<file path="config.mk">
export PLATFORM = sky130hd
export DESIGN_NAME = main_divider
export DESIGN_NICKNAME = d
export VERILOG_FILES = /design/src/rtl/main_divider.sv
export SDC_FILE = /design/constraint.sdc
export NUM_CORES = 1
export LEC_CHECK = 0
export ABC_AREA = 1
export CORE_MARGIN = 8
export CORE_UTILIZATION = 30
export CTS_BUF_LIST = sky130_fd_sc_hd__clkbuf_2 sky130_fd_sc_hd__clkbuf_4 sky130_fd_sc_hd__clkbuf_8
export CTS_CLUSTER_DIAMETER = 80
export DETAILED_ROUTE_END_ITERATION = 10
export PLACE_DENSITY_LB_ADDON = 0.05
export SETUP_SLACK_MARGIN = 0.02
export SYNTH_ARGS = -nofsm -noshare
export SYNTH_HDL_FRONTEND = slang
export SYNTH_SLANG_ARGS = --single-unit
</file>
<file path="constraint.sdc">
create_clock -name clk -period 2.6 [get_ports clk]
set_input_delay 0.52 -clock clk [delete_from_list [all_inputs] [get_ports clk]]
set_output_delay 0.52 -clock clk [all_outputs]
set_load 0.01 [all_outputs]
</file>
<file path="src/rtl/main_divider.sv">
// main_divider: sequential unsigned Q4.6 / Q4.6 restoring divider.
//
// Handshake: a request is accepted on a rising edge where start=1 and the
// unit is idle (busy=0); the operands are captured on that edge only. busy is
// high while the iterative core runs. valid is high when q_out, dvz and ovf
// hold a completed result. These outputs keep their values until the next
// accepted request or sclr. start while busy is ignored. Divide-by-zero and
// overflow are resolved on the accepting edge, so busy never rises for them.
module main_divider (
  input  logic       clk,
  input  logic       sclr,
  input  logic [9:0] a_in,
  input  logic [9:0] b_in,
  input  logic       start,
  output logic [9:0] q_out,
  output logic       dvz,
  output logic       ovf,
  output logic       busy,
  output logic       valid,
  output logic       dbg_state
);

  typedef enum logic {
    S_IDLE = 1'b0,
    S_CALC = 1'b1
  } state_t;

  state_t      state_q, state_d;
  logic [15:0] dividend_q, dividend_d;
  logic [9:0]  divisor_q, divisor_d;
  logic [9:0]  rem_q, rem_d;
  logic [9:0]  quot_q, quot_d;
  logic [3:0]  cnt_q, cnt_d;
  logic [9:0]  q_out_q, q_out_d;
  logic        dvz_q, dvz_d;
  logic        ovf_q, ovf_d;
  logic        valid_q, valid_d;

  // Per-step datapath values. The shifted remainder is 11 bits wide so the
  // trial subtraction keeps its carry; the borrow lands in trial[11].
  logic [10:0] rem_shift;
  logic [11:0] trial;
  logic        q_bit;
  logic        last_step;
  logic        is_zero;
  logic        is_ovf;

  // Operand classification on the accepting edge: quotient >= 16.0 when
  // a >= 16*b, which cannot be represented in Q4.6.
  always_comb begin
    is_zero = (b_in == 10'd0);
    is_ovf  = ({4'b0000, a_in} >= {b_in, 4'b0000});
  end

  // One restoring-division step. The upper six quotient bits are always zero
  // once overflow has been excluded, so only the low ten bits are kept.
  always_comb begin
    rem_shift = {rem_q, dividend_q[15]};
    trial     = {1'b0, rem_shift} - {2'b00, divisor_q};
    q_bit     = ~trial[11];
    last_step = (cnt_q == 4'd15);
  end

  // State register plus all datapath/result flops; sclr wins over everything.
  always_ff @(posedge clk) begin
    if (sclr) begin
      state_q    <= S_IDLE;
      dividend_q <= '0;
      divisor_q  <= '0;
      rem_q      <= '0;
      quot_q     <= '0;
      cnt_q      <= '0;
      q_out_q    <= '0;
      dvz_q      <= 1'b0;
      ovf_q      <= 1'b0;
      valid_q    <= 1'b0;
    end else begin
      state_q    <= state_d;
      dividend_q <= dividend_d;
      divisor_q  <= divisor_d;
      rem_q      <= rem_d;
      quot_q     <= quot_d;
      cnt_q      <= cnt_d;
      q_out_q    <= q_out_d;
      dvz_q      <= dvz_d;
      ovf_q      <= ovf_d;
      valid_q    <= valid_d;
    end
  end

  // Next-state logic: enter CALC only for a representable, non-zero-divisor
  // request; leave after the sixteenth step.
  always_comb begin
    state_d = state_q;
    case (state_q)
      S_IDLE: begin
        if (start && !is_zero && !is_ovf) begin
          state_d = S_CALC;
        end
      end
      S_CALC: begin
        if (last_step) begin
          state_d = S_IDLE;
        end
      end
      default: state_d = S_IDLE;
    endcase
  end

  // Datapath and result register updates for each state.
  always_comb begin
    dividend_d = dividend_q;
    divisor_d  = divisor_q;
    rem_d      = rem_q;
    quot_d     = quot_q;
    cnt_d      = cnt_q;
    q_out_d    = q_out_q;
    dvz_d      = dvz_q;
    ovf_d      = ovf_q;
    valid_d    = valid_q;
    case (state_q)
      S_IDLE: begin
        if (start) begin
          q_out_d = 10'd0;
          if (is_zero) begin
            dvz_d   = 1'b1;
            ovf_d   = 1'b0;
            valid_d = 1'b1;
          end else if (is_ovf) begin
            dvz_d   = 1'b0;
            ovf_d   = 1'b1;
            valid_d = 1'b1;
          end else begin
            dvz_d      = 1'b0;
            ovf_d      = 1'b0;
            valid_d    = 1'b0;
            dividend_d = {a_in, 6'b000000};
            divisor_d  = b_in;
            rem_d      = 10'd0;
            quot_d     = 10'd0;
            cnt_d      = 4'd0;
          end
        end
      end
      S_CALC: begin
        dividend_d = {dividend_q[14:0], 1'b0};
        // A kept remainder is always below the divisor, so ten bits suffice.
        rem_d      = q_bit ? trial[9:0] : rem_shift[9:0];
        quot_d     = {quot_q[8:0], q_bit};
        cnt_d      = cnt_q + 4'd1;
        if (last_step) begin
          q_out_d = {quot_q[8:0], q_bit};
          valid_d = 1'b1;
        end
      end
      default: begin
        valid_d = 1'b0;
      end
    endcase
  end

  // Output decode from the registered state and result flops.
  always_comb begin
    busy      = (state_q == S_CALC);
    dbg_state = state_q;
    q_out     = q_out_q;
    dvz       = dvz_q;
    ovf       = ovf_q;
    valid     = valid_q;
  end

endmodule

</file>
==> results.cfg <==
[timing]
fmax_ghz = 0.4471
slew_violations = 0
setup_ws_ps = 363.6
tightest_slew_ps = 671.0
hold_viol = 0
period_needed_ps = 2236
setup_tns_ps = 0
finalClockSkew_ps = 10.44
rsz0062_at_grt = false
hold_ws_ps = 458.3
post-route-period-util_pct = 86.02
slew-limit-headroom_pct = 55.10
setup_viol = 0

[cts]
cts_buffers = 9
htree_levels = 3
clk_latency_ps = 340
cts-resized-gates = 0
post_cts_buffers = 0
cts_tree = built
ctsHoldBuffers = 0
cts_buffer_depth = 2
cts.clk_slew.worst_paths_ps = 70
clock-sinks = 57
cts-root-buf = clkbuf_8

[global_route]
gr-total-overflow = 0
grt_pass1_wl_um = 14550
grt_usage_pct = 12.56
antenna_found_initial = 0
grt_max_degree = 38
first_global_vias = 2942

[synth]
synth_fa_ha_area_share_pct = 7.146
synth_top_family_by_area = simple AND/OR/NAND/NOR gates
netlist_instances = 467
synth_seq_cells = 57
synthesis.area_sq_um = 3257
synth_mux_area_share_pct = 0
syn-num-nets = 508
synth_compound_area_share_pct = 12.87
synthSimpleGateAreaFrac_pct = 30.73
seq_area_frac_synth_pct = 35.04
ys_warn_count = 0
synth_xor_area_share_pct = 0.8068
avgSynthCellArea_sq_um = 6.974
yosys.cell_types.count = 30

[worst_setup_path]
r2r-end = rem_q[8]$_SDFFE_PP0P_
cpLargestDelayFamily = buffers and inverters
crit_path_start = b_in[5]
cpMostUsedCell = nand2_1
critPathKind = in -> reg
r2r_slack_ps = 610
crit_slowest_cell = clkdlybuf4s50_1
end_kind = register
arrival_ps = 2450
worst-endpoint-required_ps = 2820
worstPathMaxFanout = 23
crit_chain = clkdlybuf4s50_1 -> inv_1 -> ha_1 -> nand2_1 -> inv_1 -> nand2_1 -> nand2_1 -> nand2_1 -> nand2_1 -> nor2_2 -> nand2_1 -> buf_12 -> o21ai_0 -> a21oi_1
critical_path.max_stage_delay_ps = 470
r2r_cells = 9
timing.critical_path.buf_inv = 4
regToRegStartpoint = divisor_q[9]$_SDFFE_PP0P_
cp-start-kind = input port
path_depth = 14

[floorplan]
die_w_um = 120.2
die-area_sq_um = 14450
fp.dieH_um = 120.2
ios = 38
start_util_pct = 30.44
rows = 38
core_area_sq_um = 10700

[finish]
drive_gt1_share_pct = 8.448
fin_nets = 545
antennaDiodeCount = 0
area_growth_pct = 20.51
postLayoutCoreUtil_pct = 36.69

[route]
antenna_left = 0
num_vias = 2958
drc = 0
vias_per_cell = 4.558
wire_per_inst_um = 13.37
wl_um = 8675
drt-initial-drc-count = 168
drt-pass1-iter-count = 4

[worst_hold_path]
hold_start = dividend_q[12]$_SDFFE_PP0P_
holdPathEnd = dividend_q[12]$_SDFFE_PP0P_
whs_path_depth = 2
hp-class = reg -> reg

[pwr]
p_total_mw = 3.929
p_per_area_nw_per_um2 = 1001
ir_drop_uv = 437.0
leakage_nw = 1.675

[job]
cap_viol_max_count = 0

[placed_design]
pre_cts_ws_ps = 22.14
globalplace.congestion = 0.7964
dp_hpwl_um = 6518
port_buffers = 37

[outcome]
outcome = complete, no violations
metrics by stage:
step | cells | area [sq um]
after CTS | 649 | 3925
after floorplan | 467 | 3257
after global placement | 633 | 3725
after global routing | 649 | 3925
final | 649 | 3925
after detailed placement | 633 | 3725
placed cells by master (no fill, tap or decap):
cell type,synthesis,final
clkbuf_8,4,10
nand3_4,2,2
ha_1,17,17
nand2_1,118,118
nor2_1,18,18
a21oi_4,1,1
a21oi_1,59,59
clkinv_2,0,2
nor3_4,1,1
clkbuf_4,0,1
clkdlybuf4s50_1,0,37
buf_4,1,8
nand2_2,2,2
or2_4,1,1
nor3_1,2,2
fa_1,1,1
inv_2,1,1
buf_12,1,2
xnor2_1,2,2
clkinvlp_4,0,2
o21bai_1,1,1
inv_1,68,68
bufinv_16,0,1
nand3_2,3,3
nor2_2,6,6
dfxtp_1,57,57
o21ai_0,20,20
nand3_1,53,53
xor2_1,1,1
nand4_1,12,12
layer usage:
metal  GRT usage [%]  share of wire (%)
met5               0                  0
met4           6.323                2.6
met3           2.890                2.3
met2           19.59                 45
met1           15.98                 50
worst max-delay path by stage:
stage               slack, ps                     endpoint
floorplan                 740  dividend_q[10]$_SDFFE_PP0P_
global placement           10  dividend_q[13]$_SDFFE_PP0P_
detailed placement         20  dividend_q[13]$_SDFFE_PP0P_
CTS                       390    divisor_q[3]$_SDFFE_PP0P_
global route              170  dividend_q[13]$_SDFFE_PP0P_
finish                    360    divisor_q[3]$_SDFFE_PP0P_
layout make-up:
class | count | area, sq um
Fill cell | 1182 | 6773
Timing Repair Buffer | 47 | 470.5
Multi-Input combinational cell | 320 | 1679
Clock inverter | 5 | 55.05
Sequential cell | 57 | 1141
Inverter | 69 | 259.0
Clock buffer | 11 | 145.1
Tap cell | 140 | 175.2
where the power goes:
part	switching (mW)	leakage [nW]	total [mW]	internal [mW]
Sequential	0.104	0.465	1.09	0.985
Clock	0.375	0.0987	0.851	0.476
Combinational	1.25	1.11	1.99	0.744
worst reg2reg max path, delay by kind of cell (launching register included):
kind,cells,cell delay [ps]
AOI/OAI and AO/OA,1,60
adders and majority gates,1,380
buffers and inverters,2,180
DFF,1,310
and+or+nand+nor,5,950
registers in the layout, summed over array words and instances (netlist names):
name / count
q_out: 10
dvz: 1
busy: 1
divisor_q: 10
quot_q: 9
valid: 1
rem_q: 10
dividend_q: 10
ovf: 1
cnt_q: 4
Yosys cell counts, drive strengths merged:
master | count | area [sq um]
xor2 | 1 | 8.760
nand4 | 12 | 75.07
xnor2 | 2 | 17.52
clkbuf | 10 | 77.57
or2 | 1 | 8.760
nor2 | 24 | 105.1
nor3 | 3 | 26.28
o21bai | 1 | 7.510
inv | 69 | 259.0
ha | 17 | 212.7
buf | 11 | 100.1
a21oi | 60 | 311.5
nand2 | 120 | 455.4
nand3 | 58 | 330.3
fa | 1 | 20.02
dfxtp | 57 | 1141
o21ai | 20 | 100.1
kinds of logic after synthesis:
logic type,after synthesis
XOR/XNOR,3
buffers and inverters,90
flip-flops,57
AND/OR/NAND/NOR,218
adder cells (fa/ha/maj),18
AO/OA/AOI/OAI,81
Note: power is estimated with default switching activity, not from simulation.
